--- src/rtl/multi_period_measurement_unit.sv ---
// multi_period_measurement_unit: period/high-time meter over 2^AVG_LOG2 periods with timeout, saturation and ready/ack.
// Define GLITCH_FILTER_EN to insert a FILT_LEN-cycle stability filter after the synchroniser.
module multi_period_measurement_unit #(
   parameter int COUNT_W  = 32,
   parameter int AVG_LOG2 = 0,
   parameter int TIMEOUT  = 50_000_000,
   parameter int FILT_LEN = 4
) (
   input  logic               clk,
   input  logic               reset,
   input  logic               start,
   input  logic               ack,
   input  logic               edge_sel,
   input  logic               signal_in,
   output logic               measurement_ready,
   output logic [COUNT_W-1:0] period_count_out,
   output logic [COUNT_W-1:0] high_time_count_out,
   output logic               timeout_out,
   output logic               saturated_out,
   output logic               level_out
);
   localparam int TW = $clog2(TIMEOUT);
   localparam int EW = AVG_LOG2 + 1;
   typedef enum logic [1:0] {IDLE, ARM, MEAS, DONE} state_t;
   generate
      if (AVG_LOG2 < 0 || AVG_LOG2 > 8 || TIMEOUT < 2 || FILT_LEN < 1) begin : g_bad_param
         $error("multi_period_measurement_unit: illegal parameter value");
      end
   endgenerate
   logic s1_q, s2_q, d_q, rise_q, fall_q, lvl;
`ifdef GLITCH_FILTER_EN
   localparam int FW = (FILT_LEN > 1) ? $clog2(FILT_LEN) : 1;
   logic          filt_q;
   logic [FW-1:0] fcnt_q;
   always_ff @(posedge clk or posedge reset)
      if (reset) begin
         filt_q <= 1'b0;
         fcnt_q <= '0;
      end else if (s2_q == filt_q) fcnt_q <= '0;
      else if (fcnt_q == FW'(FILT_LEN - 1)) begin
         filt_q <= s2_q;
         fcnt_q <= '0;
      end else fcnt_q <= fcnt_q + 1'b1;
   assign lvl = filt_q;
`else
   assign lvl = s2_q;
`endif
   // d_q is the level aligned with the registered edge pulses
   always_ff @(posedge clk or posedge reset)
      if (reset) {s1_q, s2_q, d_q, rise_q, fall_q} <= '0;
      else begin
         s1_q   <= signal_in;
         s2_q   <= s1_q;
         d_q    <= lvl;
         rise_q <= lvl & ~d_q;
         fall_q <= ~lvl & d_q;
      end
   state_t             state_q, state_d;
   logic               esel_q, esel_d, sat_q, sat_d;
   logic [COUNT_W-1:0] pacc_q, pacc_d, hacc_q, hacc_d;
   logic [EW-1:0]      ecnt_q, ecnt_d;
   logic [TW-1:0]      tmo_q, tmo_d;
   logic               rdy_q, rdy_d, tout_q, tout_d, sout_q, sout_d, lout_q, lout_d;
   logic [COUNT_W-1:0] pout_q, pout_d, hout_q, hout_d, pnext, hnext;
   logic [COUNT_W:0]   pinc, hinc;
   logic               sel_edge, tmo_hit, run, post_res, post_tmo, sat_now;
   assign sel_edge = esel_q ? fall_q : rise_q;
   assign tmo_hit  = tmo_q == TW'(TIMEOUT - 1);
   assign run      = start & (state_q == ARM || state_q == MEAS);
   assign post_res = start & (state_q == MEAS) & sel_edge & (ecnt_q == EW'((1 << AVG_LOG2) - 1));
   assign post_tmo = run & ~sel_edge & tmo_hit;
   assign pinc     = {1'b0, pacc_q} + 1'b1;
   assign hinc     = {1'b0, hacc_q} + 1'b1;
   assign pnext    = pinc[COUNT_W] ? '1 : pinc[COUNT_W-1:0];
   assign hnext    = ~d_q ? hacc_q : hinc[COUNT_W] ? '1 : hinc[COUNT_W-1:0];
   assign sat_now  = sat_q | pinc[COUNT_W] | (d_q & hinc[COUNT_W]);
   always_comb begin
      state_d = state_q;
      esel_d  = esel_q;
      pacc_d  = pacc_q;
      hacc_d  = hacc_q;
      ecnt_d  = ecnt_q;
      tmo_d   = tmo_q;
      sat_d   = sat_q;
      rdy_d   = rdy_q;
      tout_d  = tout_q;
      sout_d  = sout_q;
      lout_d  = lout_q;
      pout_d  = pout_q;
      hout_d  = hout_q;
      case (state_q)
         IDLE: if (start) begin
            state_d = ARM;
            esel_d  = edge_sel;
            tmo_d   = '0;
         end
         ARM: if (!start) state_d = IDLE;
            else if (sel_edge) begin
               state_d = MEAS;
               {pacc_d, hacc_d, ecnt_d, tmo_d, sat_d} = '0;
            end else tmo_d = tmo_q + 1'b1;
         MEAS: if (!start) state_d = IDLE;
            else begin
               pacc_d = pnext;
               hacc_d = hnext;
               sat_d  = sat_now;
               ecnt_d = sel_edge ? ecnt_q + 1'b1 : ecnt_q;
               tmo_d  = sel_edge ? '0 : tmo_q + 1'b1;
            end
         default: if (ack) begin
            rdy_d   = 1'b0;
            state_d = start ? ARM : IDLE;
            tmo_d   = '0;
         end
      endcase
      if (post_res || post_tmo) begin
         state_d = DONE;
         rdy_d   = 1'b1;
         tout_d  = post_tmo;
         sout_d  = post_res & sat_now;
         lout_d  = d_q;
         pout_d  = post_tmo ? '0 : pnext;
         hout_d  = post_tmo ? '0 : hnext;
      end
   end
   always_ff @(posedge clk or posedge reset)
      if (reset) begin
         state_q <= IDLE;
         {esel_q, sat_q, pacc_q, hacc_q, ecnt_q, tmo_q} <= '0;
         {rdy_q, tout_q, sout_q, lout_q, pout_q, hout_q} <= '0;
      end else begin
         state_q <= state_d;
         esel_q  <= esel_d;
         sat_q   <= sat_d;
         pacc_q  <= pacc_d;
         hacc_q  <= hacc_d;
         ecnt_q  <= ecnt_d;
         tmo_q   <= tmo_d;
         rdy_q   <= rdy_d;
         tout_q  <= tout_d;
         sout_q  <= sout_d;
         lout_q  <= lout_d;
         pout_q  <= pout_d;
         hout_q  <= hout_d;
      end
   assign measurement_ready   = rdy_q;
   assign period_count_out    = pout_q;
   assign high_time_count_out = hout_q;
   assign timeout_out         = tout_q;
   assign saturated_out       = sout_q;
   assign level_out           = lout_q;
endmodule

--- config.mk ---
export PLATFORM = sky130hd
export DESIGN_NAME = multi_period_measurement_unit
export DESIGN_NICKNAME = d
export VERILOG_FILES = /design/src/rtl/multi_period_measurement_unit.sv
export SDC_FILE = /design/constraint.sdc
export NUM_CORES = 1
export LEC_CHECK = 0
export BUFFER_PORTS_ARGS = -buffer_cell sky130_fd_sc_hd__buf_2
export CORE_ASPECT_RATIO = 0.7
export CORE_MARGIN = 2
export CORE_UTILIZATION = 55
export CTS_CLUSTER_SIZE = 28
export DETAILED_ROUTE_END_ITERATION = 8
export PLACE_DENSITY = 0.76
export SYNTH_ARGS = -nofsm -noshare
export SYNTH_HDL_FRONTEND = slang
export SYNTH_SLANG_ARGS = --single-unit
--- constraint.sdc ---
create_clock -name clk -period 5.5 [get_ports clk]
set_input_delay 0.55 -clock clk [delete_from_list [all_inputs] [get_ports clk]]
set_output_delay 0.55 -clock clk [all_outputs]
set_load 0.01 [all_outputs]
=== Word-level counts from Yosys, hierarchy flattened ===
Cells that the tools add are included.

* Register bits after elaboration: 168
* Input bits: 6
* Output and inout port bits: 68
* Logic and storage cells: 101

* Add/subtract/negate cells: 4
* Eq/ne operators: 13
* Muxes and demuxes: 35
* Bitwise gates (word level): 16
* Reductions and logical operators: 15

{| class="wikitable"
|+ Operators by type and width
! kind !! number
|-
| 32-bit 2-to-1 mux || 9
|-
| 32-bit case mux with 2 select lines || 2
|-
| 26-bit 2-to-1 mux || 4
|-
| 32-bit by 1-bit adder with 33-bit output (second input constant) || 2
|-
| 26-bit case mux with 2 select lines || 1
|-
| 26-bit by 1-bit adder with 26-bit output (second input constant) || 1
|-
| 26-bit equality test (second input constant) || 1
|-
| 2-bit 2-to-1 mux || 6
|-
| 1-bit bitwise AND || 10
|-
| 1-bit 2-to-1 mux || 10
|-
| 2-bit != test (second input constant) || 5
|-
| 4-bit AND reduction || 2
|-
| 2-bit case mux with 3 select lines || 1
|-
| 5-bit AND reduction || 1
|-
| 5-bit nonzero test || 1
|-
| 2-bit by 1-bit != test with 1-bit output (second input constant) || 2
|-
| 4-bit by 3-bit != test with 1-bit output (second input constant) || 1
|-
| 1-bit inverter || 4
|-
| 1-bit case mux with 2 select lines || 2
|-
| 2-bit AND reduction || 2
|-
| 2-bit nonzero test || 2
|-
| 3-bit by 2-bit != test with 1-bit output (second input constant) || 1
|-
| 3-bit != test (second input constant) || 1
|-
| 3-bit AND reduction || 1
|-
| other kinds (9) || 11
|}

=== Logic depth before layout (Yosys ltp) ===
Gate-level depths: netlist of the first run.

* Depth in word-level cells: 8
* Gate-level depth with buffers: 10
* Mapped depth without buffers: 7

=== Worst setup path after synthesis of the first run ===
No wires, ideal clock.

* Kind: register -> register
* Start: register state_q[0]
* End: register tmo_q[8]
* Setup time: 0.132 ns
* Arrival: 2.138 ns
* Data required time: 5.368 ns
* Slack: 3.230 ns
* Stages on the path, launching flop included: 8
* Buffers on the path: 0
* Period minus slack after synthesis: 2.270 ns
* Path through: dfrtp_1 -> inv_1 -> ha_1 -> or3b_2 -> a211oi_1 -> and3_1 -> xnor2_1 -> nor2_1

* Cells in the longest elaborated chain, start to end: 4
* Elaborated cells on any way between the ends: 9
* Those cells by class: eq/ne: 4; mux: 1; reduce/logical: 4

{| class="wikitable"
|+ Ends and longest elaborated chain
! item !! RTL line !! RTL
|-
| start: declaration || 58 || <nowiki>state_t state_q, state_d;</nowiki>
|-
| start signal: assignment || 132 || <nowiki>state_q <= state_d;</nowiki>
|-
| 2-bit by 1-bit equality test with 1-bit output / 2-bit equality test (equally long branches) || 91 || <nowiki>case (state_q)</nowiki>
|-
| 2-bit OR reduction (no source line) || n/a ||
|-
| 2-bit by 1-bit != test with 1-bit output (no source line) / 3-bit nonzero test (equally long branches) || n/a ||
|-
| 3-bit AND reduction (no source line) || n/a ||
|-
| end signal: assignment || 138 || <nowiki>tmo_q <= tmo_d;</nowiki>
|-
| end: declaration || 62 || <nowiki>logic [TW-1:0] tmo_q, tmo_d;</nowiki>
|}

Several ways; a longest one is shown, not always the timed one.
A chain may end at the register's enable or synchronous reset.

=== Worst setup path in the final report of the first run ===
* Start: register esel_q
* End: register pacc_q[22]

* Cells in the longest elaborated chain, start to end: 3

{| class="wikitable"
|+ Ends and longest elaborated chain
! item !! RTL line !! RTL
|-
| start: declaration || 59 || <nowiki>logic esel_q, esel_d, sat_q, sat_d;</nowiki>
|-
| start signal: assignment || 133 || <nowiki>esel_q <= esel_d;</nowiki>
|-
| 1-bit 2-to-1 mux || 67 || <nowiki>assign sel_edge = esel_q ? fall_q : rise_q;</nowiki>
|-
| 2-bit != test (no source line) || n/a ||
|-
| 4-bit AND reduction (no source line) || n/a ||
|-
| end signal: assignment || 135 || <nowiki>pacc_q <= pacc_d;</nowiki>
|-
| end: declaration || 60 || <nowiki>logic [COUNT_W-1:0] pacc_q, pacc_d, hacc_q, hacc_d;</nowiki>
|}

No other way between the ends.

==> results.md, run 1 <==
* Die area at 17300 um2
* Initial antenna violation count at 0
* Routed via count at 7699
* Syn Area/Cell at 9.17 um2
* MaxCap Viol Count at 0
* Design Power at about 3400 uW
* Worst VDD drop at 0.000218 V
* Period utilization at 0.555
* Effective utilization at floorplan at 0.570
* Pwr/cell area at 337 nW/um2
* Area delta synth->final at 12.1%
* Layout cells sized above 1 at 0.144
* CP cell instances: mux2i_1, a21o_1, buf_4, o21ai_0, a21o_1
* Status: finished, final reports clean
* Setup CP Type: reg -> reg
* Hold-fix buffers, CTS at 0
* Vias in the first global route at 7056
* Floorplan row count at 38
* Final nets at 1022
* Post-DRT Antenna Nets at 0
* Finished Core Util at 0.638
* Vias per inst at ~6.3
* Final wirelength at 22700 um
* Worst path required time at 5.82 ns
* Clock root buffer: clkbuf_16
* Setup TNS at 0 ns
* Post-synth EDFFs at 0
* Total Routing Usage GR at 0.270
* Max stage delay on crit path at just over 0.9 ns
* Core area at 15700 um2
* I/O Buffers at 73
* CTS tree: done
* Crit path top cell by count: a21o_1
* WHS at 0.225 ns
* Final Critical Period at 3.05 ns
* Total gr overflow at 0
* Worst-Margin Slew at 1.22 ns
* Worst hold-check path type: in -> reg
* Critical path buffers and inverters at 1
* Post-cts gate resize count at 0
* Slew margin rel. at 0.187
* Mapped cell area at just under 9000 um2
* Dominant synthesized flop cell: dfrtp_1
* RD Place Congestion at between 0.9 and 1
* Clock buffer depth at 2
* Drc violations at 0
* TritonCTS Buffers at 17
* Clk sinks at roughly 170
* I/O pins at 74
* Slew Limit Fails at 0
* Achievable Freq at ~0.33 GHz
* Worst-path clk slew at 0.07 ns
* DP Worst Slack at 2.53 ns
* CP startpoint kind: flop
* Pleak at 0.00477 uW
* Worst Setup End Kind: flop
* Sequential Area at 4200 um2
* Cell at the slowest stage of the critical path: a21o_1
* Ant diodes at 0
* Multi-input logic area at 4380 um2
* Synth async-reset ratio at 1.00
* DP Wirelength at 14600 um
* Die Wd at 156 um
* Yosys warnings at 0
* Post-synth top area cell: dfrtp_1
* H-Tree Depth at 4
* Distinct cells, synth at 67
* DRT iter0 DRCs at 914
* First-pass GRT wire length at 37500 um
* Crit path arrival time at about 3.4 ns
* Routed wire per std cell at 18.6 um
* Final WS setup at 2.45 ns
* Yosys top cell area share at 0.470
* Crit path max fanout at 35
* Dominant cells by area after synthesis: dfrtp_1 (47%), o21ai_0 (5.8%), nand2_1 (5.1%)
* Syn Nets at 988
* Drt pass-1 iters at 6
* Largest net degree at the start of global routing at 107
* # fillers at 1296
* Clock Latency Late Sink at 0.43 ns
* Layout Skew at roughly 0.0074 ns
* Chip Height at 111 um
* Yosys reg bits at about 170
* RSZ-0062 raised after global routing: no
* Post-synthesis sequential area ratio at 0.470
* Final setup violation count at 0
* Post-Synthesis Cells at between 900 and 1000
* Post-CTS Repair Setup Buffers at 0
* CP top delay family: compound AO/OA/AOI/OAI gates
* Hold Vio Cnt, Final at 0
## final timing paths
path	startpoint	to	slack, ns	cells past startpoint
max	esel_q	pacc_q[22]	2.45	5
min	signal_in	s1_q	0.22	1
max reg2reg	esel_q	pacc_q[22]	2.45	5
min reg2reg	s1_q	lvl	0.38	0
max in group asynchronous	reset	hacc_q[5]	4.17	3
min in group asynchronous	reset	pacc_q[27]	0.34	2
## cells in the final DEF (no fill, tap or decap), drive strengths merged, types with 18 or more instances in the layout
| cell | synthesis | final |
|---|---|---|
| and3 | 18 | 18 |
| clkbuf | 43 | 18 |
| a21oi | 68 | 68 |
| buf | 24 | 82 |
| xnor2 | 20 | 20 |
| nand2 | 122 | 122 |
| inv | 28 | 31 |
| nor2 | 43 | 43 |
| nand4 | 37 | 37 |
| o21ai | 104 | 104 |
| nor3 | 21 | 21 |
| nand3 | 44 | 44 |
| dfrtp | 168 | 168 |
| xor2 | 32 | 32 |
| a22o | 46 | 46 |
## state kept, by name, indices dropped and copies added (netlist names), 2 cells and up
signal and count:
hacc_q 32, pacc_q 32, high_time_count_out 32, state_q 2, tmo_q 26, period_count_out 32
## area by class of cell
type	instances	share of cell area
flip-flops and latches	168	0.420
well taps	200	0.0250
inverters	28	0.0110
multi-input cells	712	0.438
clock inverters	14	0.0195
repair buffers	82	0.0432
clock buffers	18	0.0438
## cell usage after synthesis (6+ instances only)
master	n
o22ai_1	7
o31ai_1	7
nor3_1	17
buf_1	9
nand4_1	33
a21o_1	15
or3_1	14
and3_1	18
a31oi_1	10
o21ai_0	103
inv_1	28
ha_1	7
and2_1	10
xnor2_1	20
nor4_1	13
xor2_1	32
a22o_1	46
nor2_1	42
mux2i_1	6
dfrtp_1	168
nand2_1	122
a21oi_1	67
and4_1	7
nand3_1	42
clkbuf_1	41
buf_2	13
## metrics by stage
stage,cell area [um2],cells
final,10000,1222
after global routing,10000,1222
after CTS,10000,1222
after floorplan,8940,975
after global placement,9380,1190
after detailed placement,9380,1190
## routing by layer
layer  GRT usage  routed length, um  vias up
met5           0                  0        -
met4      0.0691                313        0
met3      0.0665               1800       34
met2       0.369               9500      312
met1       0.425              11100     3730
li1            -                  -     3623
## cells by family (layout without fill, tap and decap cells)
logic type,Yosys count,count (layout),share of synthesized area
and+or+nand+nor,349,349,0.207
AOI/OAI and AO/OA,293,293,0.206
DFF,168,168,0.470
buffers and inverters,95,142,0.0428
xor gates and xnor gates,52,52,0.0510
muxes,11,11,0.0130
adders and majority gates,7,7,0.00980
## power breakdown
part | internal (uW) | switching (uW)
sequential | 1330 | 83.1
clock | 776 | 510
combinational | 225 | 447
Note: power is estimated with default switching activity, not from simulation.
==> inputs of run 2 (changes only) <==
- PLACE_DENSITY: 0.76 -> 0.79
- clock period: 5.5 -> 2.5 ns (I/O delays scaled with it)
==> run 2 against run 1 <==
  * Count of clock-buffer cells in the layout grew 4
  * Cell count up 3.8%
  * Flip-flop and latch count did not move
  * Global-route usage up 0.81 points
  * Largest power group unchanged
  * Register-to-register slack got worse by 2.3 ns
  * Sequential share of layout area shrank 1.8 points
  * Core utilization grew 2.9 points
==> results.md, run 2 (synthesized netlist as in run 1, its figures left out) <==
* Status: finished, final reports clean
* Slack of the worst reg-to-reg path at approximately 0.10 ns
* Chip Height at around 110 um
* Most frequent cells in the layout: dfrtp_1 (168), nand2_1 (122), o21ai_0 (103)
* Critical path buffers and inverters at 1
* Setup CP Type: reg -> reg
* DRT iter0 DRCs at 1048
* RD Place Congestion at 0.906
* H-Tree Depth at 4
* I/O Buffers at 73
* # fillers at 1243
* Floorplan row count at 38
* Area delta synth->final at 17.1%
* Vias in the first global route at around 7500
* Period utilization at 0.958
* Layout Skew at ~0.009 ns
* First-pass GRT wire length at 38400 um
* Clk sinks at 168
* Worst VDD drop at 0.000436 V
* Layout cells sized above 1 at 0.179
* Commonest non-fill, non-tap cell in the layout: dfrtp_1
* Ant diodes at 0
* Core area at 15700 um2
* Slew margin rel. at 0.444
* Hold wc startpoint: edge_sel
* Final wirelength at between 20000 and 25000 um
* Clock Latency Late Sink at 0.44 ns
* Clock root buffer: clkbuf_16
* Reg2Reg Depth at 7
* Post-DRT Antenna Nets at 0
* Achievable Freq at approximately 0.42 GHz
* Effective utilization at floorplan at 0.570
* Worst-Margin Slew at 0.834 ns
* Hold Crit Endpoint: esel_q
* CTS tree: done
* Total gr overflow at 0
* R2r startpoint: pacc_q[0]
* CP startpoint kind: flop
* Die area at 17300 um2
* Worst-path clk slew at ~0.07 ns
* Pleak at between 0.005 and 0.006 uW
* Pwr/cell area at 703 nW/um2
* Crit path max fanout at 8
* MaxCap Viol Count at 0
* Crit path arrival time at 2.73 ns
* Final Critical Period at about 2.4 ns
* DP Wirelength at 15400 um
* Routed via count at 8015
* Cell at the slowest stage of the critical path: or4_1
* Final nets at 1069
* Max stage delay on crit path at 0.72 ns
* TritonCTS Buffers at 17
* Worst path required time at 2.84 ns
* Hold Vio Cnt, Final at 0
* Largest net degree at the start of global routing at 64
* Routed wire per std cell at between 15 and 20 um
* Hold path cells at 2
* FF-to-FF End: period_count_out[24]
* Drc violations at 0
* Die Wd at about 160 um
* I/O pins at between 70 and 80
* Worst Setup End Kind: flop
* Setup TNS at 0 ns
* Worst hold-check path type: in -> reg
* CP cell instances: ha_1, nand3_2, or4_1, nor2_2, buf_4, nor2_1, o31ai_1
* Multi-input logic area at between 4000 and 5000 um2
* Initial antenna violation count at 0
* Total Routing Usage GR at 0.278
* Clock buffer depth at 2
* CP top delay family: simple AND/OR/NAND/NOR gates
* Drt pass-1 iters at 8
* Sequential Area at between 4000 and 5000 um2
* Slew Limit Fails at 0
* Vias per inst at ~6.3
* RSZ-0062 raised after global routing: no
* Finished Core Util at 0.667
* Final setup violation count at 0
[run 2: cell types whose count changed in the layout (fill, tap and decap cells not counted), moves of 2 or more]
cell	change
buf_4	+35
buf_12	+10
clkbuf_8	+3
inv_6	-3
bufinv_16	-2
dlygate4sd3_1	+2
[run 2: report_power, final]
part	internal, uW	switching [uW]
sequential	2940	177
combinational	562	1000
clock	1580	1100
[run 2: through the flow]
step | worst slack (ns) | total power [uW] | cells | area, um2 | hold WS, ns
6_report | 0.105 | 7360 | 1269 | 10500 | 0.0649
5_1_grt | 0.0157 | 7700 | 1269 | 10500 | 0.0616
4_1_cts | 0.114 | 7370 | 1267 | 10400 | 0.0626
3_5_place_dp | 0.131 | 4700 | 1233 | 9830 | 0.278
3_3_place_gp | 0.236 | 4660 | 1233 | 9830 | 0.271
2_1_floorplan | 0.109 | 4110 | 975 | 8940 | 0.281
[run 2: worst max path at each step]
stage	slack, ns	cells past startpoint	startpoint	end
after floorplan	0.11	1	reset	d_q
after global placement	0.24	7	pacc_q[0]	period_count_out[24]
after detailed placement	0.13	7	state_q[0]	tmo_q[25]
after CTS	0.11	7	state_q[0]	tmo_q[25]
after global routing	0.02	8	pacc_q[0]	period_count_out[25]
final	0.10	7	pacc_q[0]	period_count_out[24]
[run 2: layer usage]
layer  up-vias  part of all wire  routed length (um)  track usage
met1      3879              0.46               10700        0.419
met3        30             0.093                2150       0.0692
met4         0             0.011                 264       0.0697
li1       3717                 -                   -            -
met5         -                 0                   0            0
met2       389              0.43               10100        0.402
[run 2: final cells by class]
| cell class | instances | share of cell area |
|---|---|---|
| Clock buffer | 22 | 0.0462 |
| Sequential cell | 168 | 0.402 |
| Inverter | 28 | 0.0104 |
| Tap cell | 200 | 0.0239 |
| Multi-Input combinational cell | 712 | 0.419 |
| Clock inverter | 10 | 0.0112 |
| Timing Repair Buffer | 129 | 0.0875 |
[run 2: what timing repair did]
action                                 4_1_cts  5_1_grt
setup endpoints to repair                    0        5
resized for setup                            0        2
hold buffers                                 2        0
setup buffers                                0        2
endpoints found under the hold margin       13        0
